`src/rtl/spi_arbiter_if.sv`:
```
// -----------------------------------------------------------------------------
// spi_arbiter_if
//
// Bundles every signal between the two requesters, the arbiter and the SPI
// command/data port.
//   Requester n (n = 0/1):
//     reqn, cmdn, wrn, rdn, lockn : requester -> arbiter, levels
//     dinn[10:0]                  : requester -> arbiter, transfer payload
//     ackn, errn                  : arbiter -> requester, one-cycle pulses
//     doutn[8:0]                  : arbiter -> requester, received byte
//   SPI block side:
//     spi_cmd, spi_wr, spi_rd     : arbiter -> SPI, one-cycle strobes
//     spi_din[10:0]               : arbiter -> SPI, payload
//     spi_dout[8:0], spi_ack      : SPI -> arbiter, read data and completion
//   Status:
//     owner[1:0] (one-hot), busy  : arbiter -> observers
// The arbiter connects through the slave modport; the requester/SPI
// environment drives the master modport.
// -----------------------------------------------------------------------------
interface spi_arbiter_if;
  logic        req0, req1;
  logic        cmd0, cmd1;
  logic        wr0, wr1;
  logic        rd0, rd1;
  logic        lock0, lock1;
  logic [10:0] din0, din1;
  logic        ack0, ack1;
  logic        err0, err1;
  logic [8:0]  dout0, dout1;

  logic        spi_cmd, spi_wr, spi_rd;
  logic [10:0] spi_din;
  logic [8:0]  spi_dout;
  logic        spi_ack;

  logic [1:0]  owner;
  logic        busy;

  modport slave (
    input  req0, req1, cmd0, cmd1, wr0, wr1, rd0, rd1, lock0, lock1,
    input  din0, din1, spi_dout, spi_ack,
    output ack0, ack1, err0, err1, dout0, dout1,
    output spi_cmd, spi_wr, spi_rd, spi_din, owner, busy
  );

  modport master (
    output req0, req1, cmd0, cmd1, wr0, wr1, rd0, rd1, lock0, lock1,
    output din0, din1, spi_dout, spi_ack,
    input  ack0, ack1, err0, err1, dout0, dout1,
    input  spi_cmd, spi_wr, spi_rd, spi_din, owner, busy
  );
endinterface

```
`src/rtl/spi_arbiter.sv`:
```
// -----------------------------------------------------------------------------
// spi_arbiter
//
// Shares the single command/data port of the SPI block between two
// requesters. Grants are round-robin on ties, a granted owner may lock the
// port across several transfers (a chip-select frame is never interleaved),
// and a watchdog completes a transfer with an error if the SPI block never
// acknowledges it.
//
// Parameters:
//   TIMEOUT : WAIT cycles tolerated without spi_ack (0 disables the watchdog)
//   TO_W    : watchdog counter width, TIMEOUT < 2**TO_W
// Ports:
//   clk     : system clock, rising edge
//   rst_n   : asynchronous active-low reset
//   bus     : spi_arbiter_if.slave, requester and SPI signals
// All outputs come straight from flops.
// -----------------------------------------------------------------------------
module spi_arbiter #(
  parameter int unsigned TIMEOUT = 255,
  parameter int unsigned TO_W    = 8
) (
  input  logic         clk,
  input  logic         rst_n,
  spi_arbiter_if.slave bus
);

  typedef enum logic [2:0] {
    IDLE  = 3'd0,
    ISSUE = 3'd1,
    WAIT  = 3'd2,
    DONE  = 3'd3,
    HOLD  = 3'd4
  } state_e;

  localparam logic [TO_W-1:0] TO_LIM = TO_W'(TIMEOUT);
  localparam bit              TO_EN  = (TIMEOUT != 0);

  state_e      state_q, state_d;
  logic [1:0]  owner_q, owner_d;
  logic        last_q, last_d;       // 1 = port 1 was served last
  logic        busy_q, busy_d;
  logic        spi_cmd_q, spi_cmd_d;
  logic        spi_wr_q, spi_wr_d;
  logic        spi_rd_q, spi_rd_d;
  logic [10:0] spi_din_q, spi_din_d;
  logic [1:0]  ack_q, ack_d;
  logic [1:0]  err_q, err_d;
  logic [8:0]  dout0_q, dout0_d;
  logic [8:0]  dout1_q, dout1_d;
  logic [TO_W-1:0] wd_q, wd_d;

  // Grant request shared by IDLE (arbitration) and HOLD (locked re-issue).
  logic do_grant;
  logic grant1;

  // Owner's live request/lock levels, used in DONE and HOLD.
  logic owner_req;
  logic owner_lock;

  // Completion bookkeeping from WAIT.
  logic       do_finish;
  logic       finish_err;
  logic [8:0] finish_data;

  assign owner_req  = owner_q[1] ? bus.req1  : bus.req0;
  assign owner_lock = owner_q[1] ? bus.lock1 : bus.lock0;

  // NOTE: every signal driven here gets a default first so no path through
  // the case leaves it unassigned, which would otherwise infer a latch.
  always_comb begin
    state_d     = state_q;
    owner_d     = owner_q;
    last_d      = last_q;
    spi_cmd_d   = 1'b0;
    spi_wr_d    = 1'b0;
    spi_rd_d    = 1'b0;
    spi_din_d   = spi_din_q;
    ack_d       = 2'b00;
    err_d       = 2'b00;
    dout0_d     = dout0_q;
    dout1_d     = dout1_q;
    wd_d        = wd_q;
    do_grant    = 1'b0;
    grant1      = 1'b0;
    do_finish   = 1'b0;
    finish_err  = 1'b0;
    finish_data = 9'h000;

    case (state_q)
      IDLE: begin
        if (bus.req0 || bus.req1) begin
          do_grant = 1'b1;
          // On a tie the port not served last wins.
          grant1   = bus.req1 && (!bus.req0 || !last_q);
        end
      end

      ISSUE: begin
        wd_d    = '0;
        state_d = WAIT;
      end

      WAIT: begin
        if (wd_q != '1) begin
          wd_d = wd_q + 1'b1;
        end
        // A late spi_ack in the timeout cycle still counts as success.
        if (bus.spi_ack) begin
          do_finish   = 1'b1;
          finish_data = bus.spi_dout;
        end else if (TO_EN && (wd_q == TO_LIM)) begin
          do_finish  = 1'b1;
          finish_err = 1'b1;
        end
      end

      DONE: begin
        // The owner's req is deliberately not looked at here.
        if (owner_lock) begin
          state_d = HOLD;
        end else begin
          state_d = IDLE;
          owner_d = 2'b00;
        end
      end

      HOLD: begin
        if (owner_req) begin
          do_grant = 1'b1;
          grant1   = owner_q[1];
        end else if (!owner_lock) begin
          state_d = IDLE;
          owner_d = 2'b00;
        end
      end

      default: begin
        state_d = IDLE;
        owner_d = 2'b00;
      end
    endcase

    if (do_grant) begin
      state_d   = ISSUE;
      owner_d   = grant1 ? 2'b10 : 2'b01;
      spi_din_d = grant1 ? bus.din1 : bus.din0;
      spi_cmd_d = grant1 ? bus.cmd1 : bus.cmd0;
      spi_wr_d  = grant1 ? bus.wr1  : bus.wr0;
      spi_rd_d  = grant1 ? bus.rd1  : bus.rd0;
    end

    if (do_finish) begin
      state_d = DONE;
      ack_d   = owner_q;
      err_d   = finish_err ? owner_q : 2'b00;
      last_d  = owner_q[1];
      if (owner_q[1]) begin
        dout1_d = finish_data;
      end else begin
        dout0_d = finish_data;
      end
    end
  end

  // busy is registered from the next state so it lines up with state_q.
  assign busy_d = (state_d != IDLE);

  // NOTE: sequential state uses non-blocking assignments so every flop
  // samples the pre-edge values regardless of statement order.
  always_ff @(posedge clk or negedge rst_n) begin
    if (!rst_n) begin
      state_q   <= IDLE;
      owner_q   <= 2'b00;
      last_q    <= 1'b1;
      busy_q    <= 1'b0;
      spi_cmd_q <= 1'b0;
      spi_wr_q  <= 1'b0;
      spi_rd_q  <= 1'b0;
      spi_din_q <= 11'h000;
      ack_q     <= 2'b00;
      err_q     <= 2'b00;
      dout0_q   <= 9'h000;
      dout1_q   <= 9'h000;
      wd_q      <= '0;
    end else begin
      state_q   <= state_d;
      owner_q   <= owner_d;
      last_q    <= last_d;
      busy_q    <= busy_d;
      spi_cmd_q <= spi_cmd_d;
      spi_wr_q  <= spi_wr_d;
      spi_rd_q  <= spi_rd_d;
      spi_din_q <= spi_din_d;
      ack_q     <= ack_d;
      err_q     <= err_d;
      dout0_q   <= dout0_d;
      dout1_q   <= dout1_d;
      wd_q      <= wd_d;
    end
  end

  assign bus.owner   = owner_q;
  assign bus.busy    = busy_q;
  assign bus.spi_cmd = spi_cmd_q;
  assign bus.spi_wr  = spi_wr_q;
  assign bus.spi_rd  = spi_rd_q;
  assign bus.spi_din = spi_din_q;
  assign bus.ack0    = ack_q[0];
  assign bus.ack1    = ack_q[1];
  assign bus.err0    = err_q[0];
  assign bus.err1    = err_q[1];
  assign bus.dout0   = dout0_q;
  assign bus.dout1   = dout1_q;

endmodule

```
`src/flat_wrapper.sv`:
```
// flat-port wrapper written by rule: the top's interface ports become plain ports
module spi_arbiter_flat 
#(
  parameter int unsigned TIMEOUT = 255,
  parameter int unsigned TO_W    = 8
)
  (clk, rst_n, bus_req0, bus_req1, bus_cmd0, bus_cmd1, bus_wr0, bus_wr1, bus_rd0, bus_rd1, bus_lock0, bus_lock1, bus_din0, bus_din1, bus_spi_dout, bus_spi_ack, bus_ack0, bus_ack1, bus_err0, bus_err1, bus_dout0, bus_dout1, bus_spi_cmd, bus_spi_wr, bus_spi_rd, bus_spi_din, bus_owner, bus_busy);
  spi_arbiter_if bus_i ();
  input  logic clk;
  input  logic rst_n;
  input wire logic [$bits(bus_i.req0)-1:0] bus_req0;
  input wire logic [$bits(bus_i.req1)-1:0] bus_req1;
  input wire logic [$bits(bus_i.cmd0)-1:0] bus_cmd0;
  input wire logic [$bits(bus_i.cmd1)-1:0] bus_cmd1;
  input wire logic [$bits(bus_i.wr0)-1:0] bus_wr0;
  input wire logic [$bits(bus_i.wr1)-1:0] bus_wr1;
  input wire logic [$bits(bus_i.rd0)-1:0] bus_rd0;
  input wire logic [$bits(bus_i.rd1)-1:0] bus_rd1;
  input wire logic [$bits(bus_i.lock0)-1:0] bus_lock0;
  input wire logic [$bits(bus_i.lock1)-1:0] bus_lock1;
  input wire logic [$bits(bus_i.din0)-1:0] bus_din0;
  input wire logic [$bits(bus_i.din1)-1:0] bus_din1;
  input wire logic [$bits(bus_i.spi_dout)-1:0] bus_spi_dout;
  input wire logic [$bits(bus_i.spi_ack)-1:0] bus_spi_ack;
  output wire logic [$bits(bus_i.ack0)-1:0] bus_ack0;
  output wire logic [$bits(bus_i.ack1)-1:0] bus_ack1;
  output wire logic [$bits(bus_i.err0)-1:0] bus_err0;
  output wire logic [$bits(bus_i.err1)-1:0] bus_err1;
  output wire logic [$bits(bus_i.dout0)-1:0] bus_dout0;
  output wire logic [$bits(bus_i.dout1)-1:0] bus_dout1;
  output wire logic [$bits(bus_i.spi_cmd)-1:0] bus_spi_cmd;
  output wire logic [$bits(bus_i.spi_wr)-1:0] bus_spi_wr;
  output wire logic [$bits(bus_i.spi_rd)-1:0] bus_spi_rd;
  output wire logic [$bits(bus_i.spi_din)-1:0] bus_spi_din;
  output wire logic [$bits(bus_i.owner)-1:0] bus_owner;
  output wire logic [$bits(bus_i.busy)-1:0] bus_busy;
  assign bus_i.req0 = bus_req0;
  assign bus_i.req1 = bus_req1;
  assign bus_i.cmd0 = bus_cmd0;
  assign bus_i.cmd1 = bus_cmd1;
  assign bus_i.wr0 = bus_wr0;
  assign bus_i.wr1 = bus_wr1;
  assign bus_i.rd0 = bus_rd0;
  assign bus_i.rd1 = bus_rd1;
  assign bus_i.lock0 = bus_lock0;
  assign bus_i.lock1 = bus_lock1;
  assign bus_i.din0 = bus_din0;
  assign bus_i.din1 = bus_din1;
  assign bus_i.spi_dout = bus_spi_dout;
  assign bus_i.spi_ack = bus_spi_ack;
  assign bus_ack0 = bus_i.ack0;
  assign bus_ack1 = bus_i.ack1;
  assign bus_err0 = bus_i.err0;
  assign bus_err1 = bus_i.err1;
  assign bus_dout0 = bus_i.dout0;
  assign bus_dout1 = bus_i.dout1;
  assign bus_spi_cmd = bus_i.spi_cmd;
  assign bus_spi_wr = bus_i.spi_wr;
  assign bus_spi_rd = bus_i.spi_rd;
  assign bus_spi_din = bus_i.spi_din;
  assign bus_owner = bus_i.owner;
  assign bus_busy = bus_i.busy;
  spi_arbiter #(.TIMEOUT(TIMEOUT), .TO_W(TO_W)) u_core (.clk(clk), .rst_n(rst_n), .bus(bus_i));
endmodule
```
`config.mk`:
```
export PLATFORM = sky130hd
export DESIGN_NAME = spi_arbiter_flat
export DESIGN_NICKNAME = d
export VERILOG_FILES = /design/src/rtl/spi_arbiter_if.sv /design/src/rtl/spi_arbiter.sv /design/src/flat_wrapper.sv
export SDC_FILE = /design/constraint.sdc
export NUM_CORES = 1
export LEC_CHECK = 0
export ABC_CLOCK_PERIOD_IN_PS = 1590
export CORE_MARGIN = 2
export CORE_UTILIZATION = 39
export DETAILED_ROUTE_END_ITERATION = 8
export MAX_ROUTING_LAYER = met4
export PLACE_DENSITY = 0.78
export SLEW_MARGIN = 20
export SYNTH_ARGS = -nofsm -noshare
export SYNTH_HDL_FRONTEND = slang
export SYNTH_SLANG_ARGS = --single-unit
```
`constraint.sdc`:
```
create_clock -name clk -period 1.59 [get_ports clk]
set_input_delay 0.2385 -clock clk [delete_from_list [all_inputs] [get_ports clk]]
set_output_delay 0.2385 -clock clk [all_outputs]
set_load 0.05 [all_outputs]
```
==> reports/qor.csv, run 1 <==
stage,metric,value,unit
clocking,tritoncts,yes,
critical_path,crit_slowest_cell,dfrtp_2,
placement,dp_cells,346,
placement,dpl_worst_slack,-0.276,ns
sta,slew_viol_final,0,
power_and_ir_drop,power.static_leakage,1.58,nW
final_layout,mostFrequentLayoutCell,buf_4,
floorplan,dieWidth,79.2,µm
power_and_ir_drop,worst_ir_drop_vdd,0.00120,V
floorplan,floorplan.core_area,5470,µm²
sta,skew,0.0120,ns
critical_path,critPathMaxStageDelay,0.44,ns
power_and_ir_drop,finalPower,6.77,mW
critical_path,crit_type,reg2reg,
final_layout,area_delta_synth_final,50.4,%
sta,setup_viol,0,
global_routing,grt_max_degree,52,
sta,max_freq,659,MHz
critical_path,end_kind,flip-flop,
sta,worst_hold_slack,0.451,ns
floorplan,num_rows,27,
synthesis,synth_seq_cells,51,
clocking,cts_sinks,51,
clocking,clk_pin_slew,0.10,ns
clocking,clock_latency,0.30,ns
critical_path,worst-path-buf-inv,1,
synthesis,avgSynthCellArea,12.2,µm²
global_routing,grt_usage,0.175,
floorplan,die_h,79.2,µm
synthesis,synth_ff_type,dfrtp_1,
placement,gp_congestion,0.787,
placement,placed_area,3130,µm²
clocking,cts_root_buf,clkbuf_8,
clocking,cts.htree.levels,2,
detailed_routing,wire_per_inst,14.9,µm
sta,finalWorstSetupSlack,0.0728,ns
sta,fin_crit,1.52,ns
critical_path,cp_cell_sequence,"or3b_4, o2111a_2, a222oi_1, inv_1",
floorplan,ios,83,
status,status,"complete, no violations",
placement,io_buffers,82,
sta,tightestPinTransition,0.350,ns
critical_path,worstPathRequired,1.78,ns
final_layout,seq_area,1280,µm²
final_layout,drive_gt1_frac,0.340,
global_routing,grt_pass1_wl,8440,µm
detailed_routing,drc,0,
detailed_routing,antenna_left,0,
sta,rsz0062_at_grt,yes,
critical_path,crit_family,compound AO/OA/AOI/OAI gates,
synthesis,synth-edff-count,0,
synthesis,ys_seq_area_frac,0.579,
power_and_ir_drop,power_density,2040,nW/µm²
flow_run,maxCapViolCount,0,
sta,timing.final.crit_share,0.954,
floorplan,start_util,0.403,
synthesis,syn-num-nets,226,
final_layout,multiInputGateArea,851,µm²
floorplan,dieArea,6270,µm²
detailed_routing,dr.pass1.iters,6,
worst_hold_path,hold_path_class,in2async,
sta,hold_viol,0,
synthesis,synth_cells,181,
global_routing,grt.overflow.total,0,
clocking,clk_path_buf_depth,2,
critical_path,cp_max_fo,7,
final_layout,antennaDiodeCount,0,
synthesis,yosysWarningCount,0,
sta,relSlewSlack,0.764,
final_layout,layout_common_cells,"buf_4, dfrtp_1, clkdlybuf4s50_1",
clocking,cts_made_buffers,5,
synthesis,async_flop_share,1.00,
synthesis,syn_area,2210,µm²
final_layout,fillerInstances,458,
final_layout,stdcell_count,360,
detailed_routing,via_count,1904,
final_layout,nets,332,
global_routing,grt_pass1_vias,1848,
detailed_routing,drtIter0Drc,97,
placement,dpl.hpwl,3840,µm
final_layout,fin_area,3320,µm²
critical_path,worst_setup_path_start_kind,flip-flop,
global_routing,antenna_found_initial,0,
detailed_routing,wl,5370,µm
critical_path,cp.arrival,1.71,ns
synthesis,synth_cell_type_count,43,
detailed_routing,vias_per_cell,5.29,
where the power goes:
part / internal [mW] / switching, mW
combinational: 1.47 / 2.42
sequential: 1.80 / 0.353
clock: 0.311 / 0.417
total: 3.58 / 3.19
sequential cells by signal, indices dropped and copies added (netlist names):
name	count
u_core.bus.spi_wr	1
u_core.bus.owner	2
u_core.err_q	2
u_core.wd_q	8
u_core.last_q	1
u_core.ack_q	2
u_core.state_q	3
u_core.bus.busy	1
u_core.bus.spi_din	11
u_core.bus.spi_cmd	1
u_core.bus.spi_rd	1
u_core.bus.dout1	9
u_core.bus.dout0	9
final timing paths:
kind / startpoint / endpoint / slack (ns) / cells after the start
setup / recovery: u_core.state_q[2]$_DFF_PN0_ / u_core.bus.spi_din[3]$_DFFE_PN0P_ / 0.07 / 4
hold / removal: rst_n / u_core.wd_q[1]$_DFFE_PN0P_ / 0.45 / 3
setup reg to reg: u_core.state_q[2]$_DFF_PN0_ / u_core.bus.spi_din[3]$_DFFE_PN0P_ / 0.07 / 4
hold reg to reg: u_core.bus.spi_din[5]$_DFFE_PN0P_ / u_core.bus.spi_din[5]$_DFFE_PN0P_ / 0.51 / 2
max in group asynchronous: rst_n / u_core.last_q$_DFFE_PN1P_ / 0.85 / 3
min in group clk: u_core.bus.spi_din[5]$_DFFE_PN0P_ / u_core.bus.spi_din[5]$_DFFE_PN0P_ / 0.51 / 2
metal layers:
layer | GRT usage | wire [µm] | vias to the layer above
li1 | - | - | 896
met1 | 0.220 | 2270 | 941
met2 | 0.290 | 2730 | 60
met3 | 0.0443 | 315 | 7
met4 | 0.0345 | 55 | 0
met5 | - | 0 | -
cell families (layout without fill, tap and decap cells):
group,Yosys count,count (layout),synth area share
AO/OA/AOI/OAI,55,56,0.220
multiplexers,3,3,0.0142
flip-flops,51,51,0.579
buffers and inverters,27,133,0.0613
AND/OR/NAND/NOR,42,42,0.112
adder cells (fa/ha/maj),1,1,0.00567
XOR/XNOR,2,2,0.00794
worst reg2reg max path: stages, from the launching register on:
cell and delay, ns:
dfrtp_2 0.44, or3b_4 0.39, o2111a_2 0.19, a222oi_1 0.33
inv_1 0.07
stage by stage:
stage	TNS (ns)	utilization
3_5_place_dp	-3.39	0.573
4_1_cts	0	0.593
2_1_floorplan	-0.151	-
5_1_grt	-0.0917	0.606
6_report	0	0.606
3_3_place_gp	-2.92	0.573
cells in the mapped netlist, types with 3 or more instances:
master | instances | share of area
dfrtp_1 | 50 | 0.57
a22o_1 | 18 | 0.071
inv_1 | 16 | 0.027
a222oi_1 | 11 | 0.050
nor2_1 | 10 | 0.017
nand2_1 | 7 | 0.012
buf_2 | 6 | 0.014
nand3_1 | 6 | 0.014
and3_1 | 5 | 0.014
o211ai_1 | 4 | 0.014
o21ai_0 | 4 | 0.0091
a22o_2 | 3 | 0.014
buf_4 | 3 | 0.010
layout make-up:
type	instances	area share
sequential	51	0.386
timing repair buffer	109	0.286
multi-input combinational	104	0.257
tap	72	0.0272
clock buffer	6	0.0219
inverter	16	0.0181
clock inverter	2	0.00415
what timing repair did:
action | in CTS | in global routing
setup buffers | 0 | 4
gates cloned | 0 | 1
pin swaps | 0 | 3
setup endpoints to repair | 3 | 27
hold endpoints to repair | 50 | 0
hold buffers | 1 | 0
resized for setup | 3 | 11
Note: power is estimated with default switching activity, not from simulation.
==> run 2, diff against run 1 <==
--- a/config.mk
+++ b/config.mk
@@ -9,6 +9,7 @@
 export CORE_MARGIN = 2
 export CORE_UTILIZATION = 39
 export DETAILED_ROUTE_END_ITERATION = 8
+export GPL_TIMING_DRIVEN = 0
 export MAX_ROUTING_LAYER = met4
 export PLACE_DENSITY = 0.78
 export SLEW_MARGIN = 20
==> reports/qor.csv, run 2 (synthesis gave the netlist of run 1 again) <==
stage,metric,value,unit,change
status,status,finished with violations,,
status,violations,negative setup slack,,
critical_path,cp.arrival,1.82,ns,+0.11 ns
detailed_routing,vias_per_cell,5.20,,-1.7%
global_routing,grt_pass1_wl,8630,µm,+2.2%
floorplan,num_rows,27,,unchanged
power_and_ir_drop,finalPower,6.96,mW,+2.9%
floorplan,ios,83,,unchanged
sta,relSlewSlack,0.652,,-0.113
sta,rsz0062_at_grt,yes,,
final_layout,fin_area,3480,µm²,+4.8%
worst_hold_path,worstHoldPathCells,2,,
placement,io_buffers,81,,-1.2%
sta,tns,-0.392,ns,-0.392 ns
placement,gp_congestion,0.814,,+3.4%
floorplan,dieArea,6270,µm²,unchanged
clocking,cts_sinks,51,,unchanged
final_layout,mostFrequentLayoutCell,dfrtp_1,,
sta,skew,0.0127,ns,+0.000761 ns
critical_path,end_kind,flip-flop,,
clocking,clock_latency,0.31,ns,about the same
final_layout,drive_gt1_frac,0.220,,-0.120
final_layout,multiInputGateArea,895,µm²,+5.1%
floorplan,floorplan.core_area,5470,µm²,unchanged
detailed_routing,dr.pass1.iters,4,,-2
clocking,clk_pin_slew,0.10,ns,about the same
sta,worst_hold_slack,0.165,ns,-0.286 ns
global_routing,grt_usage,0.179,,+0.00398
power_and_ir_drop,worst_ir_drop_vdd,0.00117,V,-2.8%
detailed_routing,wl,5870,µm,+9.3%
critical_path,cp_max_fo,6,,-1
placement,dpl.hpwl,3820,µm,-0.33%
critical_path,worst_setup_path_start_kind,flip-flop,,
detailed_routing,drc,0,,unchanged
clocking,cts_made_buffers,5,,unchanged
clocking,clk_path_buf_depth,2,,unchanged
critical_path,crit_type,reg2reg,,
sta,fin_crit,1.64,ns,+0.119 ns
clocking,cts.htree.levels,2,,unchanged
final_layout,largest_reg_flops,11,,unchanged
detailed_routing,antenna_left,0,,unchanged
critical_path,worstPathRequired,1.77,ns,about the same
clocking,cts_root_buf,clkbuf_8,,
detailed_routing,wire_per_inst,16.2,µm,+8.4%
global_routing,grt.overflow.total,0,,unchanged
global_routing,antenna_found_initial,0,,unchanged
final_layout,layout_common_cells,"dfrtp_1, clkdlybuf4s50_1, dlygate4sd2_1",,
floorplan,dieWidth,79.2,µm,unchanged
floorplan,start_util,0.403,,unchanged
sta,setup_viol,20,,+20
final_layout,antennaDiodeCount,0,,unchanged
global_routing,grt_pass1_vias,1796,,-2.8%
sta,tightestPinTransition,0.525,ns,+0.175 ns
sta,finalWorstSetupSlack,-0.0462,ns,-0.119 ns
final_layout,nets,335,,+0.90%
sta,timing.final.crit_share,1.03,,+0.0749
power_and_ir_drop,power_density,2000,nW/µm²,-1.8%
final_layout,seq_area,1280,µm²,about the same
detailed_routing,drtIter0Drc,180,,+86%
placement,placed_area,3140,µm²,+0.16%
sta,hold_viol,0,,unchanged
flow_run,maxCapViolCount,0,,unchanged
sta,max_freq,611,MHz,-7.3%
final_layout,fillerInstances,463,,+1.1%
floorplan,die_h,79.2,µm,unchanged
power_and_ir_drop,power.static_leakage,1.71,nW,+8.0%
critical_path,reg2reg_depth,5,,+1
global_routing,grt_max_degree,35,,-33%
sta,slew_viol_final,0,,unchanged
detailed_routing,via_count,1888,,-0.84%
final_layout,area_delta_synth_final,57.6,%,
worst_hold_path,hold_path_class,in2reg,,
clocking,tritoncts,yes,,
[run 2: cell types whose count changed in the layout (fill, tap and decap cells not counted), sizes merged, moves of 2 or more]
cell	delta
clkinv	-2
clkdlybuf4s50	-2
dlygate4sd2	+40
buf	-34
[run 2: repair_timing]
action                                  in CTS  in global routing
gates resized for setup                     46                 24
pin swaps                                   13                 13
endpoints found under the setup margin      68                 43
buffers inserted                             9                 10
hold endpoints to repair                    17                  0
gates cloned                                 0                  1
hold buffers                                 1                  0
[run 2: worst max-delay path: stages (launching register included)]
cell,delay (ns)
dfrtp_2,0.45
or3b_1,0.39
o2111a_2,0.18
buf_4,0.15
a222oi_1,0.28
inv_1,0.07
[run 2: final cells by class]
type                            instances  share of cell area
Multi-Input combinational cell        103               0.257
Buffer                                 10              0.0241
Timing Repair Buffer                  103               0.272
Clock inverter                          2              0.0112
Sequential cell                        51               0.368
Inverter                               16              0.0173
Tap cell                               72              0.0259
Clock buffer                            6              0.0237
[run 2: metal layers]
layer  GRT usage  routed length, µm  vias to the layer above
li1            -                  -                      896
met1       0.235               2390                      922
met2       0.289               3060                       64
met3      0.0409                357                        6
met4      0.0345                 61                        0
met5           -                  0                        -
[run 2: through the flow]
| stage | std cells | setup slack [ns] | utilization |
|---|---|---|---|
| 4_1_cts | 353 | -0.0800 | 0.606 |
| 6_report | 363 | -0.0462 | 0.635 |
| 5_1_grt | 363 | -0.188 | 0.635 |
| 2_1_floorplan | 181 | -0.0274 | - |
| 3_3_place_gp | 334 | -1.36 | 0.571 |
| 3_5_place_dp | 335 | -0.466 | 0.574 |
[run 2: path summary, 6_finish.rpt]
kind,startpoint,to,slack (ns)
worst min-delay path,bus_spi_ack,u_core.err_q[1]$_DFF_PN0_,0.17
worst max register to register,u_core.state_q[2]$_DFF_PN0_,u_core.bus.spi_din[9]$_DFFE_PN0P_,-0.05
worst max-delay path,u_core.state_q[2]$_DFF_PN0_,u_core.bus.spi_din[9]$_DFFE_PN0P_,-0.05
worst min register to register,u_core.bus.spi_din[5]$_DFFE_PN0P_,u_core.bus.spi_din[5]$_DFFE_PN0P_,0.49
min in group asynchronous,rst_n,u_core.bus.spi_din[10]$_DFFE_PN0P_,0.42
max in group asynchronous,rst_n,u_core.last_q$_DFFE_PN1P_,0.58
[run 2: report_power, final]
part / total [mW] / switching [mW] / internal [mW]
clock: 0.946 / 0.428 / 0.518
sequential: 2.07 / 0.278 / 1.79
combinational: 3.94 / 2.55 / 1.39
==> run 3, diff against run 2 <==
--- a/config.mk
+++ b/config.mk
@@ -5,13 +5,13 @@
 export SDC_FILE = /design/constraint.sdc
 export NUM_CORES = 1
 export LEC_CHECK = 0
-export ABC_CLOCK_PERIOD_IN_PS = 1590
+export ABC_CLOCK_PERIOD_IN_PS = 2000
 export CORE_MARGIN = 2
-export CORE_UTILIZATION = 39
+export CORE_UTILIZATION = 40
 export DETAILED_ROUTE_END_ITERATION = 8
 export GPL_TIMING_DRIVEN = 0
 export MAX_ROUTING_LAYER = met4
-export PLACE_DENSITY = 0.78
+export PLACE_DENSITY = 0.77
 export SLEW_MARGIN = 20
 export SYNTH_ARGS = -nofsm -noshare
 export SYNTH_HDL_FRONTEND = slang
==> constraint.sdc (replaced) <==
create_clock -name clk -period 2 [get_ports clk]
set_input_delay 0.3 -clock clk [delete_from_list [all_inputs] [get_ports clk]]
set_output_delay 0.3 -clock clk [all_outputs]
set_load 0.05 [all_outputs]
==> reports/qor.csv, run 3 (synthesis gave the netlist of run 1 again) <==
stage,metric,value,unit,change
status,status,"complete, no violations",,
flow_run,maxCapViolCount,0,,unchanged
power_and_ir_drop,power_density,1650,nW/µm²,-18%
global_routing,use_met2,0.286,,-0.00278
critical_path,cp_cell_sequence,clkdlybuf4s50_1,,
critical_path,critPathMaxStageDelay,0.85,ns,+0.40 ns
clocking,clk_pin_slew,0.09,ns,about the same
final_layout,drive_gt1_frac,0.119,,-0.101
placement,placed_area,3100,µm²,-1.1%
detailed_routing,antenna_left,0,,unchanged
global_routing,antenna_found_initial,0,,unchanged
floorplan,num_rows,27,,unchanged
sta,rsz0062_at_grt,no,,
critical_path,crit_type,reg2out,,
worst_hold_path,hold_path_class,in2async,,
sta,worst_hold_slack,0.00513,ns,-0.160 ns
sta,skew,0.00770,ns,-0.00505 ns
floorplan,floorplan.core_area,5410,µm²,-1.2%
global_routing,grt_usage,0.177,,-0.00151
clocking,cts.htree.levels,2,,unchanged
global_routing,grt_max_degree,52,,+49%
clocking,clock_latency,0.31,ns,about the same
critical_path,crit_family,buffers and inverters,,
detailed_routing,vias_per_cell,5.26,,+1.2%
power_and_ir_drop,finalPower,5.26,mW,-24%
critical_path,worst_setup_path_start_kind,flip-flop,,
critical_path,crit_slowest_cell,clkdlybuf4s50_1,,
clocking,ctsResizeCount,0,,-100%
sta,tns,0,ns,+0.392 ns
floorplan,dieWidth,78.3,µm,-1.2%
power_and_ir_drop,worst_ir_drop_vdd,0.000928,V,-20%
final_layout,antennaDiodeCount,0,,unchanged
detailed_routing,drtIter0Drc,132,,-27%
final_layout,largest_reg_flops,11,,unchanged
floorplan,die_h,78.3,µm,-1.2%
detailed_routing,dr.pass1.iters,4,,unchanged
floorplan,dieArea,6120,µm²,-2.4%
sta,max_freq,538,MHz,
global_routing,busiest_layer,met2,,
power_and_ir_drop,power.static_leakage,1.44,nW,-16%
clocking,clk_path_buf_depth,2,,unchanged
final_layout,layout_common_cells,"clkdlybuf4s50_1, dfrtp_1, a22o_1",,
sta,setup_viol,0,,-100%
sta,relSlewSlack,0.485,,-0.167
floorplan,start_util,0.408,,+0.00504
detailed_routing,drc,0,,unchanged
critical_path,cp_max_fo,4,,-2
placement,io_buffers,81,,unchanged
detailed_routing,wire_per_inst,15.1,µm,-6.6%
global_routing,grt_pass1_vias,1761,,-1.9%
final_layout,fin_area,3190,µm²,-8.2%
global_routing,grtUsageMet1,0.224,,-0.0112
sta,timing.final.crit_share,0.929,,
clocking,ctsHoldBuffers,0,,-1
clocking,cts_sinks,51,,unchanged
final_layout,area_delta_synth_final,44.7,%,
critical_path,worst-path-buf-inv,1,,-1
clocking,cts_root_buf,clkbuf_8,,
clocking,cts_made_buffers,5,,unchanged
sta,tightestPinTransition,0.770,ns,+0.245 ns
global_routing,grt_pass1_wl,8370,µm,-3.0%
sta,slew_viol_final,0,,unchanged
detailed_routing,via_count,1800,,-4.7%
sta,fin_crit,1.86,ns,
final_layout,mostFrequentLayoutCell,clkdlybuf4s50_1,,
critical_path,end_kind,primary output,,
sta,hold_viol,0,,unchanged
critical_path,worstPathRequired,1.70,ns,-0.07 ns
critical_path,cp.arrival,1.56,ns,-0.26 ns
global_routing,use_met3,0.0437,,+0.00277
critical_path,reg2reg_depth,5,,unchanged
final_layout,nets,314,,-6.3%
floorplan,ios,83,,unchanged
placement,gp_congestion,0.782,,-4.0%
detailed_routing,wl,5160,µm,-12%
global_routing,grt.overflow.total,0,,unchanged
placement,dpl.hpwl,3740,µm,-2.2%
critical_path,crit_cells,1,,-4
clocking,postCtsSetupRepairBufs,0,,-9
clocking,tritoncts,yes,,
run 3: changes by cell type in the layout (fill, tap and decap cells not counted), sizes merged:
| cell | change |
|---|---|
| bufinv | -1 |
| clkbuf | -1 |
| buf | -20 |
| clkdlybuf4s50 | +40 |
| dlygate4sd2 | -40 |
| dlygate4sd3 | -1 |
| clkinv | +2 |
run 3: worst paths after layout:
check | start | to | slack, ns
worst max-delay path | u_core.bus.owner[0]$_DFFE_PN0P_ | bus_owner[0] | 0.14
worst min-delay path | rst_n | u_core.bus.busy$_DFF_PN0_ | 0.005
worst max register to register | u_core.wd_q[0]$_DFFE_PN0P_ | u_core.bus.dout0[1]$_DFFE_PN0P_ | 0.15
worst min register to register | u_core.bus.spi_din[4]$_DFFE_PN0P_ | u_core.bus.spi_din[4]$_DFFE_PN0P_ | 0.49
max in group asynchronous | rst_n | u_core.bus.spi_din[2]$_DFFE_PN0P_ | 1.58
min in group clk | bus_spi_ack | u_core.err_q[1]$_DFF_PN0_ | 0.21
run 3: final cells by class:
type	instances	area, µm²
Inverter	16	60.1
Sequential cell	51	1280
Tap cell	72	90.1
Fill cell	474	2210
Clock inverter	3	18.8
Buffer	11	75.1
Clock buffer	5	68.8
Timing Repair Buffer	81	808
Multi-Input combinational cell	103	793
run 3: per-layer routing:
layer / wire length, µm / part of all wire
met1: 2290 / 0.44
met4: 74 / 0.014
met2: 2510 / 0.49
met3: 283 / 0.055
met5: 0 / 0
run 3: per-stage QoR:
| step | instances | util | setup WS (ns) |
|---|---|---|---|
| after floorplan | 181 | - | 0.149 |
| after global placement | 334 | 0.575 | -0.872 |
| after detailed placement | 334 | 0.574 | -0.0925 |
| after CTS | 342 | 0.591 | 0.121 |
| after global routing | 342 | 0.591 | 0.0396 |
| final | 342 | 0.591 | 0.141 |
run 3: power breakdown:
part | switching, mW | internal, mW | total [mW] | leakage [nW]
sequential | 0.220 | 1.42 | 1.64 | 0.652
clock | 0.348 | 0.247 | 0.595 | 0.0483
combinational | 1.90 | 1.12 | 3.02 | 0.741
total | 2.47 | 2.79 | 5.26 | 1.44
